### src/rtl/fdd_mfm_tx.sv
// fdd_mfm_tx: floppy-drive read-side emulator; MFM-encodes a byte stream onto rdat_n with index and track status.
// Head stepping is built only when FDD_MFM_TX_SEEK_EN is defined; otherwise the head is parked on track 0.
module fdd_mfm_tx #(
    parameter int unsigned HALFCELL = 56,
    parameter int unsigned PULSE_W  = 14,
    parameter int unsigned REV_HC   = 100000,
    parameter int unsigned IDX_HC   = 128,
    parameter int unsigned MAXTRK   = 79
) (
    input  logic       fclk,
    input  logic       rst_n,
    input  logic       motor_on,
    input  logic [7:0] byte_data,
    input  logic       byte_mark,
    input  logic       byte_valid,
    output logic       byte_ready,
    input  logic       step,
    input  logic       dir,
    output logic       rdat_n,
    output logic       index_n,
    output logic       tr00_n,
    output logic [6:0] track,
    output logic       underrun
);
    localparam int unsigned TW = (HALFCELL > 1) ? $clog2(HALFCELL) : 1;
    localparam int unsigned RW = (REV_HC > 1) ? $clog2(REV_HC) : 1;
    localparam logic [15:0] MARK_WORD = 16'h4489;
    localparam logic [7:0]  FILL_BYTE = 8'h4E;

    // MFM: clock half-cell set only between two zero data bits.
    function automatic logic [15:0] mfm_encode(input logic prev, input logic [7:0] data);
        logic [15:0] word;
        logic [7:0]  rest;
        logic        last;
        logic        cur;
        word = '0;
        rest = data;
        last = prev;
        for (int i = 0; i < 8; i++) begin
            cur  = rest[7];
            word = {word[13:0], ~cur & ~last, cur};
            last = cur;
            rest = {rest[6:0], 1'b0};
        end
        return word;
    endfunction

    logic [TW-1:0] timer_q, timer_d;
    logic [3:0]    hc_q, hc_d;
    logic [15:0]   shift_q, shift_d;
    logic          prev_q, prev_d;
    logic [RW-1:0] rot_q, rot_d;
    logic          under_d, rdat_d, index_d;
    logic          wrap, load;

    assign wrap = motor_on && (timer_q == TW'(HALFCELL - 1));
    assign load = wrap && (hc_q == 4'd15);
    // Acknowledge within the load cycle so the source can advance on the same edge.
    assign byte_ready = rst_n && load && byte_valid;

    always_comb begin
        timer_d = timer_q;
        hc_d    = hc_q;
        shift_d = shift_q;
        prev_d  = prev_q;
        rot_d   = rot_q;
        under_d = underrun;
        if (motor_on) begin
            timer_d = wrap ? '0 : timer_q + TW'(1);
        end
        if (load) begin
            hc_d = 4'd0;
            if (!byte_valid) begin
                shift_d = mfm_encode(prev_q, FILL_BYTE);
                prev_d  = FILL_BYTE[0];
                under_d = 1'b1;
            end else if (byte_mark) begin
                shift_d = MARK_WORD;
                prev_d  = 1'b1;
            end else begin
                shift_d = mfm_encode(prev_q, byte_data);
                prev_d  = byte_data[0];
            end
        end else if (wrap) begin
            hc_d    = hc_q + 4'd1;
            shift_d = {shift_q[14:0], 1'b0};
        end
        if (wrap) begin
            rot_d = (rot_q == RW'(REV_HC - 1)) ? '0 : rot_q + RW'(1);
        end
        // Pulse occupies the first PULSE_W counts of a 1 half-cell; idle high while stopped.
        rdat_d  = ~(motor_on && shift_d[15] && (32'(timer_d) < PULSE_W));
        index_d = ~(32'(rot_d) < IDX_HC);
    end

    always_ff @(posedge fclk) begin
        if (!rst_n) begin
            timer_q  <= '0;
            hc_q     <= 4'd15;
            shift_q  <= '0;
            prev_q   <= 1'b0;
            rot_q    <= '0;
            underrun <= 1'b0;
            rdat_n   <= 1'b1;
            index_n  <= 1'b0;
        end else begin
            timer_q  <= timer_d;
            hc_q     <= hc_d;
            shift_q  <= shift_d;
            prev_q   <= prev_d;
            rot_q    <= rot_d;
            underrun <= under_d;
            rdat_n   <= rdat_d;
            index_n  <= index_d;
        end
    end

`ifdef FDD_MFM_TX_SEEK_EN
    logic [2:0] step_sync;
    logic [6:0] track_d;

    // dir is expected stable around a step edge, so it is used directly.
    always_comb begin
        track_d = track;
        if (step_sync[1] && !step_sync[2]) begin
            if (dir) begin
                if (track < 7'(MAXTRK)) track_d = track + 7'd1;
            end else if (track != 7'd0) begin
                track_d = track - 7'd1;
            end
        end
    end

    always_ff @(posedge fclk) begin
        if (!rst_n) begin
            step_sync <= '0;
            track     <= '0;
        end else begin
            step_sync <= {step_sync[1:0], step};
            track     <= track_d;
        end
    end

    assign tr00_n = (track != 7'd0);
`else
    logic unused_seek;
    assign unused_seek = step ^ dir ^ (MAXTRK == 0);
    assign track  = '0;
    assign tr00_n = 1'b0;
`endif
endmodule

### config.mk
export PLATFORM = sky130hd
export DESIGN_NAME = fdd_mfm_tx
export DESIGN_NICKNAME = d
export VERILOG_FILES = /design/src/rtl/fdd_mfm_tx.sv
export SDC_FILE = /design/constraint.sdc
export NUM_CORES = 1
export LEC_CHECK = 0
export CORE_MARGIN = 1.5
export CORE_UTILIZATION = 55
export CTS_CLUSTER_SIZE = 10
export DETAILED_ROUTE_END_ITERATION = 10
export PLACE_DENSITY = 0.78
export SYNTH_ARGS = -nofsm -noshare
export SYNTH_HDL_FRONTEND = slang
export SYNTH_SLANG_ARGS = --single-unit
### constraint.sdc
create_clock -name fclk -period 3.9 [get_ports fclk]
set_input_delay 0.78 -clock fclk [delete_from_list [all_inputs] [get_ports fclk]]
set_output_delay 0.78 -clock fclk [all_outputs]
set_load 0.01 [all_outputs]
# After elaboration in Yosys (flattened, before gate mapping)
# Cells that the tools add are included.
# op_classes
reduce_logical,8
eq_ne,3
n_mul,0
div_mod_pow,0
n_addsub,3
mux,12
order_cmp,2
n_shift,0
bitwise,20
# ops
operator,count
16-bit 2-to-1 mux,4
17-bit 2-to-1 mux,2
17-bit by 1-bit adder with 17-bit output (second input constant),1
17-bit == test (second input constant),1
17-bit by 8-bit < comparator with 1-bit output (second input constant),1
6-bit 2-to-1 mux,2
1-bit inverter,12
1-bit bitwise AND,8
4-bit 2-to-1 mux,2
6-bit by 1-bit adder with 6-bit output (second input constant),1
6-bit == test (second input constant),1
1-bit logical AND,6
6-bit by 4-bit < comparator with 1-bit output (second input constant),1
4-bit by 1-bit adder with 4-bit output (second input constant),1
4-bit == test (second input constant),1
1-bit 2-to-1 mux,2
2-bit AND reduction,1
2-bit nonzero test,1
# word_totals
out_inout_bits,12
regBits,47
mem_count,0
ram_bits,0
romBits,0
wordCells,57
latch_bits,0
inputBits,15

# Depth between registers and ports, before layout
# logic_depth
depth_word,8
depth_mapped,7
depth_no_buf,6

# Worst setup path before layout
# OpenSTA, ideal clock, no wires.
# synth_path
path_kind,input-to-output
start,in motor_on
end,out byte_ready
path_buffers,2
required_time_ns,3.120
path_slack_ns,1.382
arrival_ns,1.738
stages,6
cell_sequence,buf_2 -> nand3_4 -> nor2_1 -> buf_2 -> nand2_1 -> nor2_1
# synth_between
elab_chain_cells,4
# synth_rtl
element,line,source
"start, declared",12,"input logic motor_on,"
1-bit logical AND,56,assign wrap = motor_on && (timer_q == TW'(HALFCELL - 1));
1-bit logical AND,57,assign load = wrap && (hc_q == 4'd15);
1-bit logical AND (2 in series),59,assign byte_ready = rst_n && load && byte_valid;
"end, declared",16,"output logic byte_ready,"
# Every way passes these cells.

# Final worst setup path
# Same ends and word-level chain as after synthesis.

==> key figures <==
Hold path
  – Min-delay src: shift_q[2]
  – Worst Hold Depth: 2
  – Hold Path Class: reg2reg

Place
  – Hpwl dp: between 3000 and 4000 microns
  – Gpl congestion: a little under 0.8
  – # port buffers: 16
  – Area after DPL: 2550 sq um

Clock tree
  – Post-CTS Hold Buffers: 0
  – Reg clk slew, reported paths: 90 ps
  – CTS Buf Count: 5
  – Sinks on Clock Net: 47
  – Clock Path Buffers: 2
  – Setup Fix Bufs, Post-CTS: 0
  – Post-CTS sizing: 0
  – Worst-Skew Late Latency: 310 ps
  – Clk root buf: clkbuf_8
  – Htree depth: 2
  – CTS tree: yes

Job
  – Max-Cap Viols: 0

Logic synthesis
  – Most common flop cell mapped by yosys: dfxtp_1
  – Top-count cell post-synth: dfxtp_1
  – Synth cell types: 45
  – Synthesis-stage register bit count: 47
  – Register area share after synthesis: approximately 39%
  – Mapped cell area: between 2000 and 2500 sq um
  – Synth area leader: dfxtp_1
  – Synth Instances: 290
  – Top cell type's share of synthesized area: 39.3%
  – Yosys warnings: 0
  – Mean Syn Cell Area: 8.26 sq um
  – Post-synth EDFFs: 0
  – Synth cell count leaders: 47 x dfxtp_1, 37 x nor2_1, 32 x nand2_1
  – Dominant cells by area after synthesis: dfxtp_1 39%, nor2_1 5.8%, nand2_1 5.0%, xor2_1 4.4%, nand3_1 3.8%
  – Async S/R FF share, synth: 0%

Power and ir drop
  – Pwr Total: 0.000953 W
  – Worst VDD drop: 0.000221 V
  – Leakage: 0.913 nW
  – Pwr dens: 356 nW/um^2

Routing
  – Total Wirelength: 4800 microns
  – Routed wire per std cell: 13.7 microns
  – DRC Markers: 0
  – Via Count: 2042
  – Antenna-violating nets left: 0
  – DR vias/cell: 5.82
  – DR iter-0 viols: between 150 and 200
  – TritonRoute pass-1 iters: 4

Critical path
  – Worst Setup End Kind: output pin
  – Startpoint Class: input port
  – Reg2reg start: timer_q[0]
  – Worst EP required: 3120 ps
  – CP startpoint: motor_on
  – Setup CP Type: in2out
  – Reg2reg path depth: 6
  – CP arrival: 2640 ps
  – Crit path max fanout: 10

Cells and area
  – Diode count: 0
  – Area growth syn-to-layout: 11.9%
  – Final net count: 318
  – Fin area: 2680 sq um
  – Layout cells sized above 1: between 6 and 7%

Timing
  – Endpoints failing setup: 0
  – Worst slew pin tran: 632 ps
  – Clock period minus worst slack: approximately 3400 ps
  – Fmax achieved: 292 MHz
  – Final worst-path cycle share: 87.7%
  – Setup repair after global routing missed its margin: no
  – Hold slack: 457 ps
  – Final hold vios: 0
  – Relative slew slack: between 50 and 60%
  – Setup Skew: 10.4 ps
  – Final Max Tran Viols: 0
  – Post-Route Setup TNS: 0 ps

Floorplan
  – Initial Util: 58.6%
  – Row count: 23
  – Die height: 69.0 microns
  – Core ar.: 4090 sq um
  – Chip Width: 69.0 microns
  – Die area: 4760 sq um
  – Num ports: 27

Global routing
  – Gr usage total: 22.5%
  – Initial antenna violation count: 0
  – First-pass GRT wire length: 7980 microns
  – Pin count of the biggest net entering global routing: 30
  – Vias in the first global route: about 1.8k
  – Gr ovfl total: 0

Run status
  – Status: complete, no violations
metal layers:
metal  vias to the layer above  global-route usage, %  part of all wire (%)
met2                        58                   33.2                    44
met4                         0                   10.3                   1.8
met5                         -                      0                     0
li1                       1049                      -                     -
met3                         8                   6.01                   4.6
met1                       927                   30.6                    49
flip-flops by register name, summed over array words and instances, names as in the netlist:
signal	count
timer_q	6
rdat_n	1
underrun	1
rot_q	17
prev_q	1
hc_q	4
index_n	1
shift_q	16
layout make-up:
type | instances | area, sq um
Clock buffer | 6 | 72.6
Clock inverter | 2 | 60.1
Fill cell | 350 | 1410
Inverter | 3 | 11.3
Multi-Input combinational cell | 223 | 1340
Sequential cell | 47 | 941
Tap cell | 50 | 62.6
Timing Repair Buffer | 20 | 190
power breakdown:
group / switching (W) / leakage, nW / internal [W]
sequential: 0.00000174 / 0.379 / 0.000481
clock: 0.000166 / 0.0654 / 0.000256
combinational: 0.0000264 / 0.469 / 0.0000214
kinds of logic (layout without fill, tap and decap cells):
family,Yosys count,count (layout),share of synthesized area (%)
AO/OA/AOI/OAI,48,48,14.0
buffers and inverters,27,31,5.85
AND/OR/NAND/NOR,143,143,31.3
multiplexers,2,2,0.836
flip-flops,47,47,39.3
other,1,8,0.157
adder cells (fa/ha/maj),3,3,1.57
XOR/XNOR,19,19,6.95
worst paths after layout:
| path | end | slack, ps |
|---|---|---|
| worst max-delay path | byte_ready | 480 |
| worst min-delay path | shift_q[2] | 460 |
| worst max register to register | index_n | 1680 |
| worst min register to register | shift_q[2] | 460 |
metrics by stage:
stage / cells / utilization [%] / setup slack (ps)
after floorplan: 297 / - / 1380
after global placement: 343 / 62.3 / 505
after detailed placement: 343 / 62.3 / 472
after CTS: 351 / 65.6 / 470
after global routing: 351 / 65.6 / 323
final: 351 / 65.6 / 480
critical path, cell delays in order:
cell and delay (ps):
clkdlybuf4s50_1 650, nand3_4 220, nor2_2 180, nand2_1 110
nor2_1 150, clkdlybuf4s50_1 550
cells in the final DEF (no fill, tap or decap), types with 6 or more instances in the layout:
master            n
o211ai_1          7
nor2_1           36
conb_1            8
xnor2_1           7
nand2_1          32
a21oi_1          11
dfxtp_1          47
nand4_1           8
nand3_1          18
clkdlybuf4s50_1  16
a311oi_1          6
nor3_1           10
nand2b_1          6
xor2_1           12
nor4_1            8
o21ai_0           6
Power figures use the tool's default switching activity.
